==> src/rtl/exec_pkg.sv <==
// Shared types for the execute stage: op codes, forward selects, FSM states, engine modes.
// Optional divider is enabled with the EXEC_ITER_DIV_EN macro.
package exec_pkg;

    typedef enum logic [2:0] {
        OP_ADD   = 3'b000,
        OP_SUB   = 3'b001,
        OP_AND   = 3'b010,
        OP_XOR   = 3'b011,
        OP_ANDN  = 3'b100,
        OP_PASSB = 3'b101,
        OP_MUL   = 3'b110,
        OP_DIV   = 3'b111
    } op_e;

    localparam logic [1:0] FWD_REG = 2'b00;
    localparam logic [1:0] FWD_WB  = 2'b01;
    localparam logic [1:0] FWD_EX  = 2'b10;

    typedef enum logic [1:0] {
        IDLE,
        MUL,
        DONE
    } state_e;

    typedef enum logic {
        ENG_MUL,
        ENG_DIV
    } eng_mode_e;

endpackage

==> src/rtl/exec_iter_engine.sv <==
// Iterative shift-add multiplier, one bit per cycle; with EXEC_ITER_DIV_EN it also
// performs an unsigned restoring divide on the same hi/lo registers and counter.
module exec_iter_engine
    import exec_pkg::*;
#(
    parameter int WIDTH = 16
) (
    input  logic             clk,
    input  logic             rst,
    input  logic             start,
    input  eng_mode_e        mode,
    input  logic [WIDTH-1:0] a,
    input  logic [WIDTH-1:0] b,
    output logic             done,
    output logic [WIDTH-1:0] result,
    output logic             ovf
);

    localparam int CNT_W = $clog2(WIDTH + 1);

    logic [CNT_W-1:0] cnt;
    logic [WIDTH-1:0] hi;
    logic [WIDTH-1:0] lo;
    logic [WIDTH-1:0] opnd;
    logic [WIDTH:0]   mul_sum;

    assign mul_sum = {1'b0, hi} + (lo[0] ? {1'b0, opnd} : '0);

`ifdef EXEC_ITER_DIV_EN
    logic           div_q;
    logic           b_zero;
    logic [WIDTH:0] rem_sh;
    logic [WIDTH:0] rem_try;

    assign b_zero  = (opnd == '0);
    assign rem_sh  = {hi, lo[WIDTH-1]};
    assign rem_try = rem_sh - {1'b0, opnd};
`else
    logic unused_mode;
    assign unused_mode = mode;
`endif

    // done flags the final iteration so the owner FSM reaches DONE as the counter hits 0
    assign done = (cnt == CNT_W'(1));

    always_ff @(posedge clk or posedge rst) begin
        if (rst) begin
            cnt  <= '0;
            hi   <= '0;
            lo   <= '0;
            opnd <= '0;
`ifdef EXEC_ITER_DIV_EN
            div_q <= 1'b0;
`endif
        end else if (start) begin
            cnt  <= CNT_W'(WIDTH);
            hi   <= '0;
            lo   <= a;
            opnd <= b;
`ifdef EXEC_ITER_DIV_EN
            div_q <= (mode == ENG_DIV);
`endif
        end else if (cnt != '0) begin
            cnt <= cnt - CNT_W'(1);
`ifdef EXEC_ITER_DIV_EN
            if (div_q) begin
                hi <= rem_try[WIDTH] ? rem_sh[WIDTH-1:0] : rem_try[WIDTH-1:0];
                lo <= {lo[WIDTH-2:0], ~rem_try[WIDTH]};
            end else
`endif
            begin
                {hi, lo} <= {mul_sum, lo[WIDTH-1:1]};
            end
        end
    end

    always_comb begin
        result = lo;
        ovf    = |hi;
`ifdef EXEC_ITER_DIV_EN
        if (div_q) begin
            result = b_zero ? '1 : lo;
            ovf    = b_zero;
        end
`endif
    end

endmodule

==> src/rtl/execute_iter.sv <==
// Execute stage: operand forwarding, single-cycle ALU, iterative MUL (and DIV when
// EXEC_ITER_DIV_EN is defined), stall/flush handling and a registered EX/MEM output.
module execute_iter
    import exec_pkg::*;
#(
    parameter int               WIDTH     = 16,
    parameter int               TAG_W     = 16,
    parameter logic [TAG_W-1:0] RESET_TAG = TAG_W'(16'h0800)
) (
    input  logic             clk,
    input  logic             rst,
    input  logic             in_valid,
    output logic             in_ready,
    input  logic [2:0]       in_op,
    input  logic [WIDTH-1:0] in_a,
    input  logic [WIDTH-1:0] in_b,
    input  logic [TAG_W-1:0] in_tag,
    input  logic [1:0]       fwd_a,
    input  logic [1:0]       fwd_b,
    input  logic [WIDTH-1:0] wb_data,
    input  logic             stall,
    input  logic             flush,
    output logic             out_valid,
    output logic [WIDTH-1:0] out_result,
    output logic [TAG_W-1:0] out_tag,
    output logic             out_ovf,
    output logic             busy
);

    state_e           state;
    op_e              op;
    logic [WIDTH-1:0] op_a;
    logic [WIDTH-1:0] op_b;
    logic [WIDTH-1:0] sum;
    logic [WIDTH-1:0] diff;
    logic [WIDTH-1:0] alu_res;
    logic             alu_ovf;
    logic             is_iter;
    logic             accept;
    logic             eng_start;
    eng_mode_e        eng_mode;
    logic             eng_done;
    logic [WIDTH-1:0] eng_result;
    logic             eng_ovf;
    logic [TAG_W-1:0] tag_q;

    assign in_ready  = (state == IDLE) & ~stall;
    assign accept    = in_valid & in_ready;
    assign eng_start = accept & ~flush & is_iter;

    always_comb begin
        op = op_e'(in_op);
        case (fwd_a)
            FWD_REG: op_a = in_a;
            FWD_WB:  op_a = wb_data;
            FWD_EX:  op_a = out_result;
            default: op_a = in_a;
        endcase
        case (fwd_b)
            FWD_REG: op_b = in_b;
            FWD_WB:  op_b = wb_data;
            FWD_EX:  op_b = out_result;
            default: op_b = in_b;
        endcase
`ifdef EXEC_ITER_DIV_EN
        is_iter = (op == OP_MUL) || (op == OP_DIV);
`else
        is_iter = (op == OP_MUL);
`endif
        eng_mode = (op == OP_DIV) ? ENG_DIV : ENG_MUL;
    end

    always_comb begin
        sum     = op_a + op_b;
        diff    = op_a - op_b;
        alu_res = '0;
        alu_ovf = 1'b0;
        case (op)
            OP_ADD: begin
                alu_res = sum;
                alu_ovf = (op_a[WIDTH-1] == op_b[WIDTH-1]) && (sum[WIDTH-1] != op_a[WIDTH-1]);
            end
            OP_SUB: begin
                alu_res = diff;
                alu_ovf = (op_a[WIDTH-1] != op_b[WIDTH-1]) && (diff[WIDTH-1] != op_a[WIDTH-1]);
            end
            OP_AND:   alu_res = op_a & op_b;
            OP_XOR:   alu_res = op_a ^ op_b;
            OP_ANDN:  alu_res = op_a & ~op_b;
            OP_PASSB: alu_res = op_b;
`ifndef EXEC_ITER_DIV_EN
            OP_DIV:   alu_ovf = 1'b1;
`endif
            default: ;
        endcase
    end

    exec_iter_engine #(
        .WIDTH(WIDTH)
    ) u_engine (
        .clk    (clk),
        .rst    (rst),
        .start  (eng_start),
        .mode   (eng_mode),
        .a      (op_a),
        .b      (op_b),
        .done   (eng_done),
        .result (eng_result),
        .ovf    (eng_ovf)
    );

    always_ff @(posedge clk or posedge rst) begin
        if (rst) begin
            state      <= IDLE;
            busy       <= 1'b0;
            tag_q      <= '0;
            out_valid  <= 1'b0;
            out_result <= '0;
            out_ovf    <= 1'b0;
            out_tag    <= RESET_TAG;
        end else begin
            // unstalled cycles without a new result become bubbles
            if (!stall) begin
                out_valid <= 1'b0;
            end
            case (state)
                IDLE: begin
                    if (accept && !flush) begin
                        if (is_iter) begin
                            state <= MUL;
                            busy  <= 1'b1;
                            tag_q <= in_tag;
                        end else begin
                            out_valid  <= 1'b1;
                            out_result <= alu_res;
                            out_ovf    <= alu_ovf;
                            out_tag    <= in_tag;
                        end
                    end
                end
                MUL: begin
                    if (flush) begin
                        state <= IDLE;
                        busy  <= 1'b0;
                    end else if (eng_done) begin
                        state <= DONE;
                    end
                end
                DONE: begin
                    if (flush) begin
                        state <= IDLE;
                        busy  <= 1'b0;
                    end else if (!stall) begin
                        state      <= IDLE;
                        busy       <= 1'b0;
                        out_valid  <= 1'b1;
                        out_result <= eng_result;
                        out_ovf    <= eng_ovf;
                        out_tag    <= tag_q;
                    end
                end
                default: begin
                    state <= IDLE;
                    busy  <= 1'b0;
                end
            endcase
        end
    end

endmodule

==> config.mk <==
export PLATFORM = sky130hd
export DESIGN_NAME = execute_iter
export DESIGN_NICKNAME = d
export VERILOG_FILES = /design/src/rtl/exec_pkg.sv /design/src/rtl/exec_iter_engine.sv /design/src/rtl/execute_iter.sv
export SDC_FILE = /design/constraint.sdc
export NUM_CORES = 1
export LEC_CHECK = 0
export CORE_ASPECT_RATIO = 1.4
export CORE_MARGIN = 2
export CORE_UTILIZATION = 41
export CTS_CLUSTER_DIAMETER = 100
export CTS_CLUSTER_SIZE = 12
export DETAILED_ROUTE_END_ITERATION = 10
export PLACE_DENSITY = 0.69
export SKIP_CTS_REPAIR_TIMING = 1
export SYNTH_ARGS = -nofsm -noshare
export SYNTH_HDL_FRONTEND = slang
export SYNTH_HIERARCHICAL = 1
export SYNTH_SLANG_ARGS = --single-unit
==> constraint.sdc <==
create_clock -name clk -period 3.15 [get_ports clk]
set_input_delay 0.315 -clock clk [delete_from_list [all_inputs] [get_ports clk]]
set_output_delay 0.315 -clock clk [all_outputs]
set_load 0.02 [all_outputs]
**Word level (Yosys, flattened, before mapping)**

Index checks and enable logic that the tools add are counted.

- Register bits after elaboration: 106
- Input bits: 76
- Logic and storage cells: 110

- Add/sub/neg operators: 4
- Equal/unequal tests: 26
- Multiplexer cells: 45
- Bitwise operators: 10
- Reductions and logical operators: 14

Operator list:

| cell | number |
|---|---|
| 16-bit two-way mux | 13 |
| 16-bit one-hot mux with 2 select lines | 4 |
| 16-bit one-hot mux with 6 select lines | 1 |
| 16-bit AND | 2 |
| 16-bit by 17-bit adder with 17-bit output | 1 |
| 16-bit adder | 1 |
| 16-bit inverter | 1 |
| 16-bit OR reduction | 1 |
| 16-bit subtractor | 1 |
| 16-bit XOR | 1 |
| 1-bit two-way mux | 14 |
| 3-bit == test (second input constant) | 4 |
| 2-bit two-way mux | 6 |
| 5-bit two-way mux | 2 |
| 2-bit != test (second input constant) | 5 |
| 4-bit AND reduction | 2 |
| 2-bit by 1-bit == test with 1-bit output (second input constant) | 3 |
| 2-bit == test (second input constant) | 3 |
| 3-bit by 2-bit == test with 1-bit output (second input constant) | 2 |
| 3-bit != test (second input constant) | 2 |
| 1-bit one-hot mux with 3 select lines | 2 |
| 2-bit one-hot mux with 3 select lines | 1 |
| 5-bit by 1-bit == test with 1-bit output (second input constant) | 1 |
| 5-bit AND reduction | 1 |
| other kinds (15) | 25 |

**Depth between registers and ports, before layout**

- Word-level depth: 9
- Mapped depth: 19
- Depth with buffers taken out: 16

**Hierarchy**

The synthesis kept the hierarchy.

By module, submodules not included:

| module | times used | cells an instance | area an instance (um2) | sequential area each (um2) |
|---|---|---|---|---|
| execute_iter | 1 | 790 | 5559.1 | 1327.5 |
| exec_iter_engine | 1 | 320 | 3285.7 | 1326.3 |

**Least setup slack after synthesis**

Ideal clock, no wire load.

- Path type: input to register
- From: input port fwd_a[0]
- To: register out_result[14]
- Arrival: 3.590 ns
- Data required time: 3.019 ns
- Path slack: -0.572 ns
- Stages on the path: 19
- Path through: inv_1 -> ha_1 -> clkbuf_1 -> clkbuf_1 -> buf_2 -> nand2_1 -> o21ai_0 -> inv_1 -> ha_1 -> inv_1 -> fa_1 -> nand3_1 -> a2111o_1 -> a311oi_2 -> o21a_1 -> nor2_1 -> o31a_1 -> nor4_1 -> a21oi_1

- Longest elaborated chain between the ends: 7
- Elaborated cells on any way between the ends: 12
- Those cells by class: 2 x add/sub; 2 x eq/ne; 5 x mux; 3 x bitwise

RTL lines:

| element | RTL line | RTL |
|---|---|---|
| from (decl) | execute_iter.sv:18 | `input logic [1:0] fwd_a,` |
| 2-bit == test / 2-bit by 1-bit == test with 1-bit output (equally long branches) | execute_iter.sv:53 | `case (fwd_a)` |
| 16-bit one-hot mux with 2 select lines * | execute_iter.sv:53 |  |
| via op_a[0] | execute_iter.sv:32 | `logic [WIDTH-1:0] op_a;` |
| 16-bit subtractor / 16-bit adder (equally long branches) | execute_iter.sv:75, execute_iter.sv:74 |  |
| 16-bit one-hot mux with 6 select lines * | execute_iter.sv:78 | `case (op)` |
| 16-bit two-way mux * | execute_iter.sv:129 | `if (is_iter) begin` |
| 16-bit two-way mux * | execute_iter.sv:128 | `if (accept && !flush) begin` |
| 16-bit one-hot mux with 2 select lines * | execute_iter.sv:126 | `case (state)` |
| to (signal assigned) | execute_iter.sv:135 | `out_result <= alu_res;` |
| to (signal assigned) | execute_iter.sv:157 | `out_result <= eng_result;` |
| to (decl) | execute_iter.sv:24 | `output logic [WIDTH-1:0] out_result,` |

The timed path passes the listed nets; every way through them passes the cells marked *. The select of a mux whose other input is x is not followed.
A chain may end at the register's enable or synchronous reset.

**Worst setup path after layout**

- From: input port fwd_b[1]
- To: register out_result[13]

- Elaborated cells on any way between the ends: 13
- Those cells by class: 2 x add/sub; 2 x eq/ne; 5 x mux; 4 x bitwise

RTL lines:

| element | RTL line | RTL |
|---|---|---|
| from (decl) | execute_iter.sv:19 | `input logic [1:0] fwd_b,` |
| 2-bit == test / 2-bit by 1-bit == test with 1-bit output (equally long branches) | execute_iter.sv:59 | `case (fwd_b)` |
| 16-bit one-hot mux with 2 select lines * | execute_iter.sv:59 |  |
| via op_b[5] | execute_iter.sv:33 | `logic [WIDTH-1:0] op_b;` |
| 16-bit subtractor / 16-bit adder (equally long branches) | execute_iter.sv:75, execute_iter.sv:74 |  |
| 16-bit one-hot mux with 6 select lines * | execute_iter.sv:78 |  |
| 16-bit two-way mux * | execute_iter.sv:129 |  |
| 16-bit two-way mux * | execute_iter.sv:128 |  |
| 16-bit one-hot mux with 2 select lines * | execute_iter.sv:126 |  |

Marked as above.

==> run metrics <==
CTS Buf Count 9; maxcap violations 0; maximum resistive drop on vdd 329.5 µV; final std cells w/o fill 1623; DR pass1 iterations 5; Least-Margin Pin Slew 0.8064 ns; deepest clock path buffer count 2; Final Hold Viols 0; CTS tree yes; Design Power 7141 µW; power density over cell area 584.8 mW/mm²; Comb power frac 52.2%; dpl cell area 0.01149 mm²; run status finished, final reports clean; Routed Antenna Nets 0; Finish-stage setup viols 0; Post-Synthesis Cells 1109; I/O pins 112; Clock power frac 17.5%; NetSw 2943 µW; CTS H-tree depth 3; Inst Count DP 1598; die height 177.8 µm; clock latency on the worst-skew pair 0.37 ns; syn_nets 1241; synthesis-to-layout area growth 38.11%; Root Buffer clkbuf_16; Rows 63; post-synthesis cell area 0.008841 mm²; largest net degree at the start of global routing 61; fin area 0.01221 mm²; RSZ-0062 raised after global routing yes; Die Width 128.1 µm; Layout Nets 1490; DRT iter0 DRCs 707; Total Wirelength 32.93 mm; Clock transition at path regs 0.08 ns; gp weighted congestion 1.048; Clock Sinks 106; worst hold path type in2async; crit path kind in2reg; initial core utilization 41.69%; final core occ 57.59%; crit path time final 3.133 ns; DRC 0; Mapped Avg Cell Area 7.972 µm²; I/O Buffers 111; GRT overflow 0; Max Slew Vio Count 0; CP Max Fanout 8; Int Pwr 4198 µW; period utilization 99.47%; DP HPWL 25.41 mm; vias in the first global route 8863; CP arrival 3.42 ns; startpoint types input port; Crit. End Element register; CP required 3.44 ns; initial antenna violation count 0; sequential power share 30.2%; Wirelength per Cell 20.29 µm; Yosys warning count 6; Filler Cell Count 1904; vias 9484; DIE AREA 0.02277 mm²; gr usage total 28.28%; first-pass GRT wire length 49.23 mm; core footprint 0.02120 mm²; Sw Ratio 41.21%; FMAX 319.2 MHz; ANT cells 0; Vias/cell 5.843; leakage 0.005473 µW; share of cells above drive strength 1 23.92%; Max-Slew Margin vs Limit 46.24%; skew final 0.01258 ns
-- final timing paths --
path                              endpoint  slack (ns)          start  cells after the start
min                             out_tag[2]        0.23            rst                      2
max                         out_result[13]        0.02       fwd_b[1]                     17
min in group clk                  tag_q[2]        0.47       tag_q[2]                      2
max in group asynchronous  u_engine/hi[14]        2.10            rst                      3
min reg2reg                       tag_q[2]        0.47       tag_q[2]                      2
max reg2reg                 out_result[13]        0.05  out_result[3]                     13
-- registers in the layout, indices dropped and copies added, names as in the netlist --
signal and count:
u_engine/opnd 16, busy 1, tag_q 16, state 2, out_ovf 1, out_result 16, out_valid 1, u_engine/hi 16
u_engine/cnt 5, out_tag 16, u_engine/result 16
-- worst max-delay path, cell delays in order --
cell	delay [ns]
dlymetal6s2s_1	0.13
buf_4	0.14
ha_4	0.29
buf_4	0.16
buf_4	0.15
nand2_1	0.07
o21a_4	0.15
inv_1	0.09
ha_4	0.17
a2111o_1	0.45
o211ai_4	0.23
a2111oi_4	0.11
a221oi_2	0.33
buf_4	0.19
mux2i_1	0.18
a21oi_1	0.08
a31oi_1	0.17
-- through the flow --
stage / hold slack [ns] / worst slack [ns] / setup TNS, ns
finish: 0.2342 / 0.01682 / 0
global route: 0.2523 / -0.1157 / -0.5408
CTS: 0.2243 / -0.4167 / -2.907
detailed placement: 0.4553 / -0.8259 / -8.327
global placement: 0.4481 / -0.7417 / -7.712
floorplan: 0.4275 / -0.1622 / -0.5531
-- placed cells by master (no fill, tap or decap), drive strengths merged, types with 10 or more instances in the layout --
master,count
clkdlybuf4s50,105
nand2,188
mux2i,20
a21o,10
o21a,10
mux2,18
a21oi,78
buf,202
nand2b,11
a22oi,25
nor4,10
a31oi,29
clkbuf,11
nor2,77
nor3,34
nand3,19
ha,53
a211oi,14
inv,64
o21ai,94
and2,20
xnor2,19
dfrtp,105
-- power by group through the flow --
stage	combinational [µW]	sequential [µW]	clock (µW)
after floorplan	2170	2160	0
after global placement	3490	2160	0
after detailed placement	3530	2160	0
after CTS	3560	2140	1270
after global routing	4040	2200	1320
final	3730	2160	1250
-- layout make-up --
type	count	area, µm²	area share (%)
Inverter	62	240.2	1.967
Clock buffer	10	239.0	1.957
Tap cell	260	325.3	2.664
Sequential cell	106	2654	21.73
Timing Repair Buffer	311	2666	21.84
Clock inverter	6	82.58	0.6763
Multi-Input combinational cell	868	6003	49.16
-- routing by layer --
metal / track usage (%) / part of all wire [%]
met3: 2.834 / 5.1
met1: 34.42 / 39
met2: 48.89 / 49
met4: 15.06 / 5.8
met5: 2.262 / 0.19
(Power assumes the default switching activity.)
